## src/rtl/cpu_pkg.sv

```systemverilog
// Shared CPU definitions: bus width, program counter reset value and bus word type.
package cpu_pkg;

  localparam int unsigned BUS_W          = 4;
  localparam int unsigned PC_RESET_VALUE = 0;

  typedef logic [BUS_W-1:0] bus_word_t;

endpackage

```

## src/rtl/bus_driver.sv

```systemverilog
// Gated bus output shared by CPU registers. With PC_TRISTATE_EN defined the
// disabled output floats (Z); otherwise it reads all zeros for OR/mux buses.
module bus_driver #(
  parameter int unsigned WIDTH = 4
) (
  input  logic [WIDTH-1:0] value,
  input  logic             enable,
`ifdef PC_TRISTATE_EN
  output wire logic [WIDTH-1:0] bus
`else
  output logic      [WIDTH-1:0] bus
`endif
);

`ifdef PC_TRISTATE_EN
  assign bus = enable ? value : 'z;
`else
  assign bus = enable ? value : '0;
`endif

endmodule

```

## src/rtl/program_counter.sv

```systemverilog
// Program counter: async reset, bus load with priority over increment,
// output gated through bus_driver (Z when disabled if PC_TRISTATE_EN is defined).
module program_counter
  import cpu_pkg::*;
#(
  parameter int unsigned      WIDTH       = BUS_W,
  parameter logic [WIDTH-1:0] RESET_VALUE = WIDTH'(PC_RESET_VALUE)
) (
  input  logic             i_clk,
  input  logic             i_rst,
  input  logic             i_load,
  input  logic             i_enable,
  input  logic             i_count,
  input  logic [WIDTH-1:0] i_bus,
`ifdef PC_TRISTATE_EN
  output wire logic [WIDTH-1:0] o_bus
`else
  output logic      [WIDTH-1:0] o_bus
`endif
);

  logic [WIDTH-1:0] cnt;

  always_ff @(posedge i_clk or posedge i_rst) begin
    if (i_rst) begin
      cnt <= RESET_VALUE;
    end else if (i_load) begin
      cnt <= i_bus;
    end else if (i_count) begin
      cnt <= cnt + WIDTH'(1);
    end
  end

  bus_driver #(
    .WIDTH (WIDTH)
  ) u_bus_driver (
    .value  (cnt),
    .enable (i_enable),
    .bus    (o_bus)
  );

endmodule

```

## config.mk

```make
export PLATFORM = sky130hd
export DESIGN_NAME = program_counter
export DESIGN_NICKNAME = d
export VERILOG_FILES = /design/src/rtl/cpu_pkg.sv /design/src/rtl/bus_driver.sv /design/src/rtl/program_counter.sv
export SDC_FILE = /design/constraint.sdc
export NUM_CORES = 1
export LEC_CHECK = 0
export CAP_MARGIN = 20
export CELL_PAD_IN_SITES_DETAIL_PLACEMENT = 0
export CELL_PAD_IN_SITES_GLOBAL_PLACEMENT = 2
export CORE_AREA = 8 8 45 47
export CTS_CLUSTER_DIAMETER = 40
export DETAILED_ROUTE_END_ITERATION = 8
export DIE_AREA = 0 0 53 55
export PLACE_DENSITY_LB_ADDON = 0.1
export SETUP_SLACK_MARGIN = 0.02
export SLEW_MARGIN = 20
export SYNTH_ARGS = -nofsm -noshare
export SYNTH_HDL_FRONTEND = slang
export SYNTH_SLANG_ARGS = --single-unit
```

## constraint.sdc

```tcl
create_clock -name i_clk -period 1.65 [get_ports i_clk]
set_clock_uncertainty 0.2 [all_clocks]
set_input_delay 0.33 -clock i_clk [delete_from_list [all_inputs] [get_ports i_clk]]
set_output_delay 0.33 -clock i_clk [all_outputs]
set_load 0.01 [all_outputs]
```

# Word level (Yosys, flattened, before mapping)
# Cells that the tools add are included.
classes:
  mux: 3
  reduce_logical: 1
  addsub: 1
op_table:
  columns: ["operator", "count"]
  rows:
  - ["4-bit two-way mux", 3]
  - ["4-bit by 1-bit adder with 4-bit output, second input constant", 1]
  - ["2-bit nonzero test", 1]
totals:
  elab_cells: 6
  input_bits: 9
  ff_bits: 4

# Logic depth before layout (Yosys ltp)
# Gate-level depths: netlist of the first run.
logic_depth:
  ltp_word: 3
  depth_mapped: 4
  ltp_nobuf: 4

# Hierarchy
# From an unflattened synthesis of the first run, not the netlist that was laid out.
unflattened:
  cells_unflattened: 23
  hier_area_um2: 225.2
by_module_without_submodules:
  columns: ["mod", "area_each_um2", "n_inst", "cells_per_inst", "seq_area_each_um2"]
  rows:
  - ["program_counter", 200.2, 1, 19, 100.1]
  - ["bus_driver", 25.0, 1, 4, 0.0]

# Worst setup path after synthesis of the first run
# Ideal clock, no wire load.
synth_path:
  path_kind: "reg-to-reg"
  start: "register cnt[0]"
  end: "register cnt[1]"
  setup_slack_ns: 0.471
  stages_incl_launch_ff: 4
  t_arrival_ns: 0.853
  setup_time_ns: 0.126
  path_buffers: 0
  path_cell_list: "dfrtp_1 ha_1 mux2i_1 o21ai_0"
synth_via:
  elab_chain_cells: 3
synth_lines:
  columns: ["item", "line", "text"]
  rows:
  - ["start, declared", "program_counter.sv:22", "logic [WIDTH-1:0] cnt;"]
  - ["start signal, assigned", "program_counter.sv:28", "cnt <= i_bus;"]
  - ["start signal, assigned", "program_counter.sv:30", "cnt <= cnt + WIDTH'(1);"]
  - ["4-bit by 1-bit adder with 4-bit output", "program_counter.sv:30", null]
  - ["4-bit two-way mux", "program_counter.sv:29", "end else if (i_count) begin"]
  - ["4-bit two-way mux", "program_counter.sv:27", "end else if (i_load) begin"]
# No other way between the ends. The select of a mux whose other input is x is not followed.
# A chain may end at the register's enable or synchronous reset.

# Final worst setup path of the first run
layout_path:
  start: "register cnt[2]"
  end: "output o_bus[2]"
layout_via:
  elab_chain_cells: 1
layout_lines:
  columns: ["item", "line", "text"]
  rows:
  - ["4-bit two-way mux", "bus_driver.sv:18", "assign bus = enable ? value : '0;"]
  - ["end, declared", "program_counter.sv:18", "output logic [WIDTH-1:0] o_bus"]
# No other way between the ends.

==> results of run 1 <==
## critical path, cell delays in order (launching register included)
cell and delay, ns:
sky130_fd_sc_hd__dfrtp_1 0.39, sky130_fd_sc_hd__and2_1 0.14, sky130_fd_sc_hd__clkdlybuf4s15_2 0.22
## kinds of logic after synthesis
logic type,count (synthesis),synth area share
multiplexers,2,0.0944
AO/OA/AOI/OAI,3,0.0666
adder cells (fa/ha/maj),1,0.0555
flip-flops,4,0.444
AND/OR/NAND/NOR,9,0.206
buffers and inverters,1,0.0167
XOR/XNOR,3,0.117
## routing by layer
| metal | share of wire | vias to the layer above | wire [um] |
|---|---|---|---|
| li1 | - | 115 | - |
| met1 | 0.42 | 93 | 269 |
| met2 | 0.47 | 8 | 303 |
| met3 | 0.10 | 2 | 66 |
| met4 | 0.0062 | 0 | 4 |
| met5 | 0 | - | 0 |
## stage by stage
step	cell area (um^2)	total power, mW	hold WS (ns)
2_1_floorplan	225	0.161	-0.104
3_3_place_gp	395	0.222	0.321
3_5_place_dp	395	0.223	0.328
4_1_cts	409	0.345	0.0728
5_1_grt	409	0.354	0.118
6_report	409	0.333	0.0777
## cells in the final DEF, fill, tap and decap left out, types with 2 or more instances in the layout
master                            instances
sky130_fd_sc_hd__dfrtp_1                  4
sky130_fd_sc_hd__buf_2                    2
sky130_fd_sc_hd__o21ai_0                  3
sky130_fd_sc_hd__clkdlybuf4s50_1          7
sky130_fd_sc_hd__xnor2_1                  2
sky130_fd_sc_hd__clkdlybuf4s15_2          2
sky130_fd_sc_hd__nand2_1                  4
sky130_fd_sc_hd__and2_1                   4
sky130_fd_sc_hd__buf_4                    4
sky130_fd_sc_hd__clkbuf_4                 3
## power by group
group	internal [mW]	switching, mW	leakage, nW
Clock	0.0812	0.0381	0.0138
Combinational	0.0573	0.0366	0.124
Sequential	0.112	0.00849	0.0478
## repair_timing
item / in CTS / in global routing
endpoints found under the setup margin: 4 / 0
endpoints found under the hold margin: 0 / 0
resized for setup: 15 / 0
## final timing paths
| check | startpoint | endpoint | depth (start not counted) |
|---|---|---|---|
| max in group asynchronous | i_rst | cnt[2] | 2 |
| min in group i_clk | cnt[3] | cnt[3] | 2 |
| worst max register to register | cnt[0] | cnt[2] | 5 |
| worst max-delay path | cnt[2] | o_bus[2] | 2 |
| worst min-delay path | i_rst | cnt[1] | 2 |
| worst min register to register | cnt[3] | cnt[3] | 2 |
## cell type report
| cell class | instances | area, um^2 | area share |
|---|---|---|---|
| Multi-Input combinational cell | 18 | 121 | 0.297 |
| Sequential cell | 4 | 100 | 0.245 |
| Clock buffer | 3 | 22.5 | 0.0550 |
| Tap cell | 16 | 20.0 | 0.0489 |
| Inverter | 1 | 3.75 | 0.00917 |
| Timing Repair Buffer | 16 | 141 | 0.346 |
==> results.txt, run 1 <==
The final number of max-transition violations came out at 0. Setup repair after global routing left no endpoint under its margin. Setup violations remaining at the end of the flow were counted as 0. For this run, the post-layout net count is 54. In this run the cell area of the synthesized design comes to 225 um^2.

The first-pass GRT wire length was 1.04 mm. The first detailed-routing pass ran for 3 iterations. The tools report the share of the yosys chip area belonging to registers as 0.444.

Entering global routing, the biggest net connects 7 pins. The HPWL reported at the end of detailed placement came out at 538 um. The met1 usage in global routing was 0.0550. For this run, the number of Yosys warnings is 0.

The clock edge transition at the registers on the reported setup and hold paths came out at 0.04 ns. Endpoint kind of the worst setup timing path: an output port. The headroom to the max-slew limit came out at 0.893. The synthesized design contains 4 register bits. The number of nets handed over by synthesis was 33. Averaged over all synthesized cells, the footprint is 9.79 um^2. The logs give 149 for the number of inserted filler cells in the final layout and 0 for the final global-route overflow total.

Counting flops with a built-in enable in the synthesized netlist gives 0. The fraction of synthesis flops using an asynchronous set or reset pin is 1.00, and the standard cell core area is 0.00138 mm^2. The total negative setup slack came out at 0 ns. The flow ran to the end, and the final reports show no timing, DRC or antenna violations. The biggest fanout along the worst timing path is 3. CTS placed an instance of sky130_fd_sc_hd__clkbuf_4 at the clock tree root. Detailed routing inserted a total of 218 vias. OpenSTA, run right after detailed placement, puts the worst setup slack at -0.375 ns. The final period utilization is 0.916, and the number of distinct library cells after synthesis is 11. Global-route usage over all layers: 0.0509. The run gives 0.23 ns as the clock latency reported for the late side of the worst-skew pair.

The die is 53 um wide. The share of layout cells above drive strength 1 was 0.286; the total of buffers placed on input and output ports was 12. The area growth from synthesis to layout is 81.7%. Ranked by instance count, the synthesized netlist is headed by 4 x sky130_fd_sc_hd__and2_1, 4 x sky130_fd_sc_hd__dfrtp_1, 4 x sky130_fd_sc_hd__nand2_1, 3 x sky130_fd_sc_hd__o21ai_0, 2 x sky130_fd_sc_hd__xnor2_1. The final layout contains routed wiring with a total length of 643 um.

Sorting the synthesized cells by area gives the leading types as sky130_fd_sc_hd__dfrtp_1 44%, sky130_fd_sc_hd__and2_1 11%, sky130_fd_sc_hd__xnor2_1 7.8%. Static timing analysis puts the maximum clock frequency at 661 MHz. TritonCTS built the clock tree.

After clock tree synthesis, the flow added hold-fix buffers numbering 0. The top-area cell type share of the netlist area is 0.444. The die area came out at 0.00292 mm^2. The largest registers in the layout are cnt: 4 flops.

The minimum clock period was 1.51 ns; the internal reg-to-reg setup slack was 0.30 ns. The startpoint class of the critical path is a flip-flop. The vertical die dimension came out at 55 um.

The met2 usage is 0.0723. The data arrival at the endpoint of the critical path is 0.98 ns, and the transition time of the tightest slew-check pin is 0.159 ns. The maximum vdd drop was 0.289 mV; the utilization after layout was 0.296. The count of maximum capacitance violations is 0, and the number of diodes is 0. The worst hold path belongs to the class in -> async. Once layout is complete, the cells apart from fillers number 58. The logs give 0 for the detailed-route DRC error count and 23 for the synthesized netlist cell count. The worst-case clock buffer depth came out at 2.

The synthesized design spends more area on one cell type than any other, namely sky130_fd_sc_hd__dfrtp_1. The tools report the CTS H-tree depth as 1. The final hold violation count was 0. The detailed router finished its first iteration with 3 violations. The number of global-route vias before repair was 252.

The logs give 55 for the placed instance count and 0.138 ns for the setup slack after layout. The leakage power figure was 0.186 nW; the post-CTS setup buffer count was 0. The number of sinks handled by clock tree synthesis was 4; the global routing met3 resource utilization was 0.0214. The logs give 0 for the number of antenna violations at the first check in global routing and 0.163 for the starting utilization of the core area. The congestion estimate from routability-driven global placement came to 0.666. The busiest layer in global routing was met2. The register with the most flip-flops in the layout has 4 of them. Total power per unit cell area: 815 mW/mm^2. The flip-flop cell with the highest count after synthesis was sky130_fd_sc_hd__dfrtp_1.

13 I/O pins were placed. The total CTS buffers was 3. Wire length per cell after detailed routing: 11.1 um. The detail-routed via count per cell is 3.76. The register with the most flip-flops in the final layout is cnt. The initialized floorplan defines 14 standard-cell rows.

Data on the critical path is required at its endpoint by 1.12 ns. In this run the remaining antenna-violating nets after routing total 0. The worst setup path is of the reg -> out kind.
Note: power is estimated with default switching activity, not from simulation.
==> inputs of run 2 (changes only) <==
--- a/config.mk
+++ b/config.mk
@@ -12,6 +12,7 @@
 export CTS_CLUSTER_DIAMETER = 40
 export DETAILED_ROUTE_END_ITERATION = 8
 export DIE_AREA = 0 0 53 55
+export GPL_TIMING_DRIVEN = 0
 export PLACE_DENSITY_LB_ADDON = 0.1
 export SETUP_SLACK_MARGIN = 0.02
 export SLEW_MARGIN = 20
==> constraint.sdc (replaced) <==
create_clock -name i_clk -period 1.9 [get_ports i_clk]
set_clock_uncertainty 0.2 [all_clocks]
set_input_delay 0.38 -clock i_clk [delete_from_list [all_inputs] [get_ports i_clk]]
set_output_delay 0.38 -clock i_clk [all_outputs]
set_load 0.01 [all_outputs]
==> run 2 against run 1 <==
  * Count of clock-buffer cells in the layout unchanged
  * Register-to-register slack improved by 0.29 ns
  * Worst hold slack improved by 0.058 ns
  * First-iteration DRC count decreased by 33%
  * Largest cell class is now multi-input combinational cells
  * Critical endpoint is now o_bus[1]
  * Setup slack got worse by 0.083 ns
  * Largest power group unchanged
==> results.txt, run 2 (same netlist as run 1, synthesis figures left out) <==
For the detailed-routing iteration count for the pre-antenna-repair pass, the log shows 2 (-1). The cell area after layout is 387 um^2 (-5.5%). The tools report the maximum clock frequency as 542 MHz. The post-route antenna net violation count is 0 (unchanged). The most frequent standard cell in the layout excluding fill and tap cells is sky130_fd_sc_hd__clkdlybuf4s50_1. The global-route usage over all layers was 0.0521 (+0.00112).

For the finished layout, the period the worst path requires is 1.85 ns. Headroom to the max-slew limit: 0.853 (-0.0399). The worst stage delay on the critical path was 0.50 ns (+0.11 ns); the data arrival at the endpoint of the critical path was 1.27 ns (+0.29 ns).

The CTS H-tree depth was 1 (unchanged). Setup repair after global routing left no endpoint under its margin. The flow ran to the end, and the final reports show no timing, DRC or antenna violations. Vertical die dimension: 55 um (unchanged). The start point of the critical path is i_enable. The logs give 0.168 nW (-9.7%) for the leakage power figure and 0.00292 mm^2 (unchanged) for the die area. The final period utilization is 0.971.

The tools report the beginning of the worst register-to-register path as cnt[0]. The area growth from synthesis to layout is 71.7%, and the final number of max-transition violations is 0 (unchanged). For the post-layout net count, the log shows 50 (-7.4%). In the final layout, the registers with the most flip-flops are cnt: 4 flops. The flip-flop count of the largest register after layout was 4 (unchanged); the detail-routed via count per cell was 3.72 (-0.97%). The count of maximum capacitance violations came out at 0 (unchanged). STA classifies the critical path startpoint as an input port. The run gives 2 (unchanged) as the worst-case clock buffer depth.

The top cell types in the final layout, fill and taps aside, are 8 x sky130_fd_sc_hd__clkdlybuf4s50_1, 4 x sky130_fd_sc_hd__nand2_1, 4 x sky130_fd_sc_hd__and2_1, 4 x sky130_fd_sc_hd__dfrtp_1. The tools report the root buffer cell as sky130_fd_sc_hd__clkbuf_4. The wire length per cell after detailed routing is 11.7 um (+5.6%). Number of endpoints failing setup at the final stage: 0 (unchanged). More flip-flops sit in one register than any other, and that register is cnt. For the standard cell core area, the log shows 0.00138 mm^2 (unchanged). TritonCTS built the clock tree.

For the worst hold slack, the log shows 0.136 ns (+0.0578 ns). The worst setup path is captured at an output port. The first-pass GRT wire length came out at 1.05 mm (+1.3%).

Category of the most critical setup path: in -> out. The standard cell area after detailed placement was 365 um^2 (-7.6%). The number of antenna violations at the first check in global routing is 0 (unchanged), and the die outline width is 53 um (unchanged).

The run gives 13 (unchanged) as the number of top-level design ports. The path class of the tightest hold or removal check is in -> async. The tools report the clock latency reported for the late side of the worst-skew pair as 0.23 ns (about the same).

The standard cell with the maximum stage delay on the critical path was sky130_fd_sc_hd__clkdlybuf4s50_1. The maximum number of pins on one net before global-route repair was 8 (+1); the detailed-route DRC error count was 0 (unchanged). The number of global-route vias before repair came out at 248 (-1.6%).

The tools report the maximum vdd drop as 0.245 mV (-15%). Walking the worst path, the cells encountered are clkdlybuf4s50_1 -> and2_1 -> dlygate4sd2_1. The critical path data required time is 1.32 ns (+0.20 ns), and the total power per unit cell area is 721 mW/mm^2 (-12%). The logs give 0.163 (unchanged) for the starting utilization of the core area and 0 (unchanged) for the final hold violation count.

The tools report the placer congestion estimate as 0.639 (-4.0%). The final global-route overflow total was 0 (unchanged); the transition time of the tightest slew-check pin was 0.220 ns (+0.0603 ns). The number of placement rows is 14 (unchanged), and the total CTS buffers is 3 (unchanged). The share of layout cells above drive strength 1 was 0.105 (-0.180); the number of diodes was 0 (unchanged). Iteration-0 DRC count of the detailed router: 2 (-1).

The total of buffers placed on input and output ports was 12 (unchanged). The number of sinks handled by clock tree synthesis came out at 4 (unchanged). The run gives 632 um (-1.7%) as the routed wire length.

For the routed via count, the log shows 201 (-7.8%). The clock edge transition at the registers on the reported setup and hold paths was 0.04 ns (about the same). Biggest fanout along the worst timing path: 4 (+1).
-- run 2: worst max-delay path, delay by kind of cell --
kind / cells / cell delay (ns)
buffers and inverters: 2 / 0.76
and+or+nand+nor: 1 / 0.13
-- run 2: area by class of cell --
class                   instances  area [um^2]
clock buffers                   3         22.5
inverters                       1         3.75
repair buffers                 12          119
well taps                      16         20.0
fillers                       152          997
flip-flops and latches          4          100
multi-input cells              18          121
-- run 2: power breakdown --
group | leakage (nW) | switching, mW | internal, mW | total [mW]
combinational | 0.106 | 0.0263 | 0.0417 | 0.0679
clock | 0.0138 | 0.0321 | 0.0705 | 0.103
sequential | 0.0478 | 0.0112 | 0.0971 | 0.108
-- run 2: per-layer routing --
metal | track usage | share of wire | vias up | routed length [um]
met5 | 0 | 0 | - | 0
met4 | 0.0647 | 0.0063 | 0 | 4
met3 | 0.0241 | 0.11 | 2 | 69
met2 | 0.0723 | 0.46 | 8 | 292
met1 | 0.0521 | 0.42 | 85 | 266
li1 | - | - | 106 | -
-- run 2: metrics by stage --
| stage | setup TNS [ns] | setup WS (ns) | std cells | utilization | power, mW |
|---|---|---|---|---|---|
| after global routing | 0 | 0.0217 | 54 | 0.279 | 0.299 |
| after floorplan | 0 | 0.721 | 23 | - | 0.139 |
| final | 0 | 0.0550 | 54 | 0.279 | 0.279 |
| after CTS | 0 | 0.0349 | 54 | 0.277 | 0.286 |
| after detailed placement | -0.923 | -0.235 | 51 | 0.264 | 0.182 |
| after global placement | -0.873 | -0.219 | 51 | 0.264 | 0.182 |
-- run 2: final timing paths --
| kind | to | slack (ns) | depth (start not counted) |
|---|---|---|---|
| min | cnt[3] | 0.14 | 2 |
| max | o_bus[1] | 0.05 | 3 |
| max reg2reg | cnt[1] | 0.59 | 3 |
| min in group i_clk | cnt[3] | 0.43 | 2 |
| max in group asynchronous | cnt[2] | 1.21 | 2 |
| min reg2reg | cnt[3] | 0.43 | 2 |
-- run 2: what timing repair did --
action / 4_1_cts / 5_1_grt
setup endpoints to repair: 4 / 3
setup buffers: 0 / 0
gates resized for setup: 4 / 3
hold buffers: 0 / 0
==> inputs of run 3 (changes only) <==
--- a/config.mk
+++ b/config.mk
@@ -9,7 +9,7 @@
 export CELL_PAD_IN_SITES_DETAIL_PLACEMENT = 0
 export CELL_PAD_IN_SITES_GLOBAL_PLACEMENT = 2
 export CORE_AREA = 8 8 45 47
-export CTS_CLUSTER_DIAMETER = 40
+export CTS_CLUSTER_DIAMETER = 200
 export DETAILED_ROUTE_END_ITERATION = 8
 export DIE_AREA = 0 0 53 55
 export GPL_TIMING_DRIVEN = 0
==> results of run 3 <==
No change in the layout: final DEF, timing and power equal those of run 2.
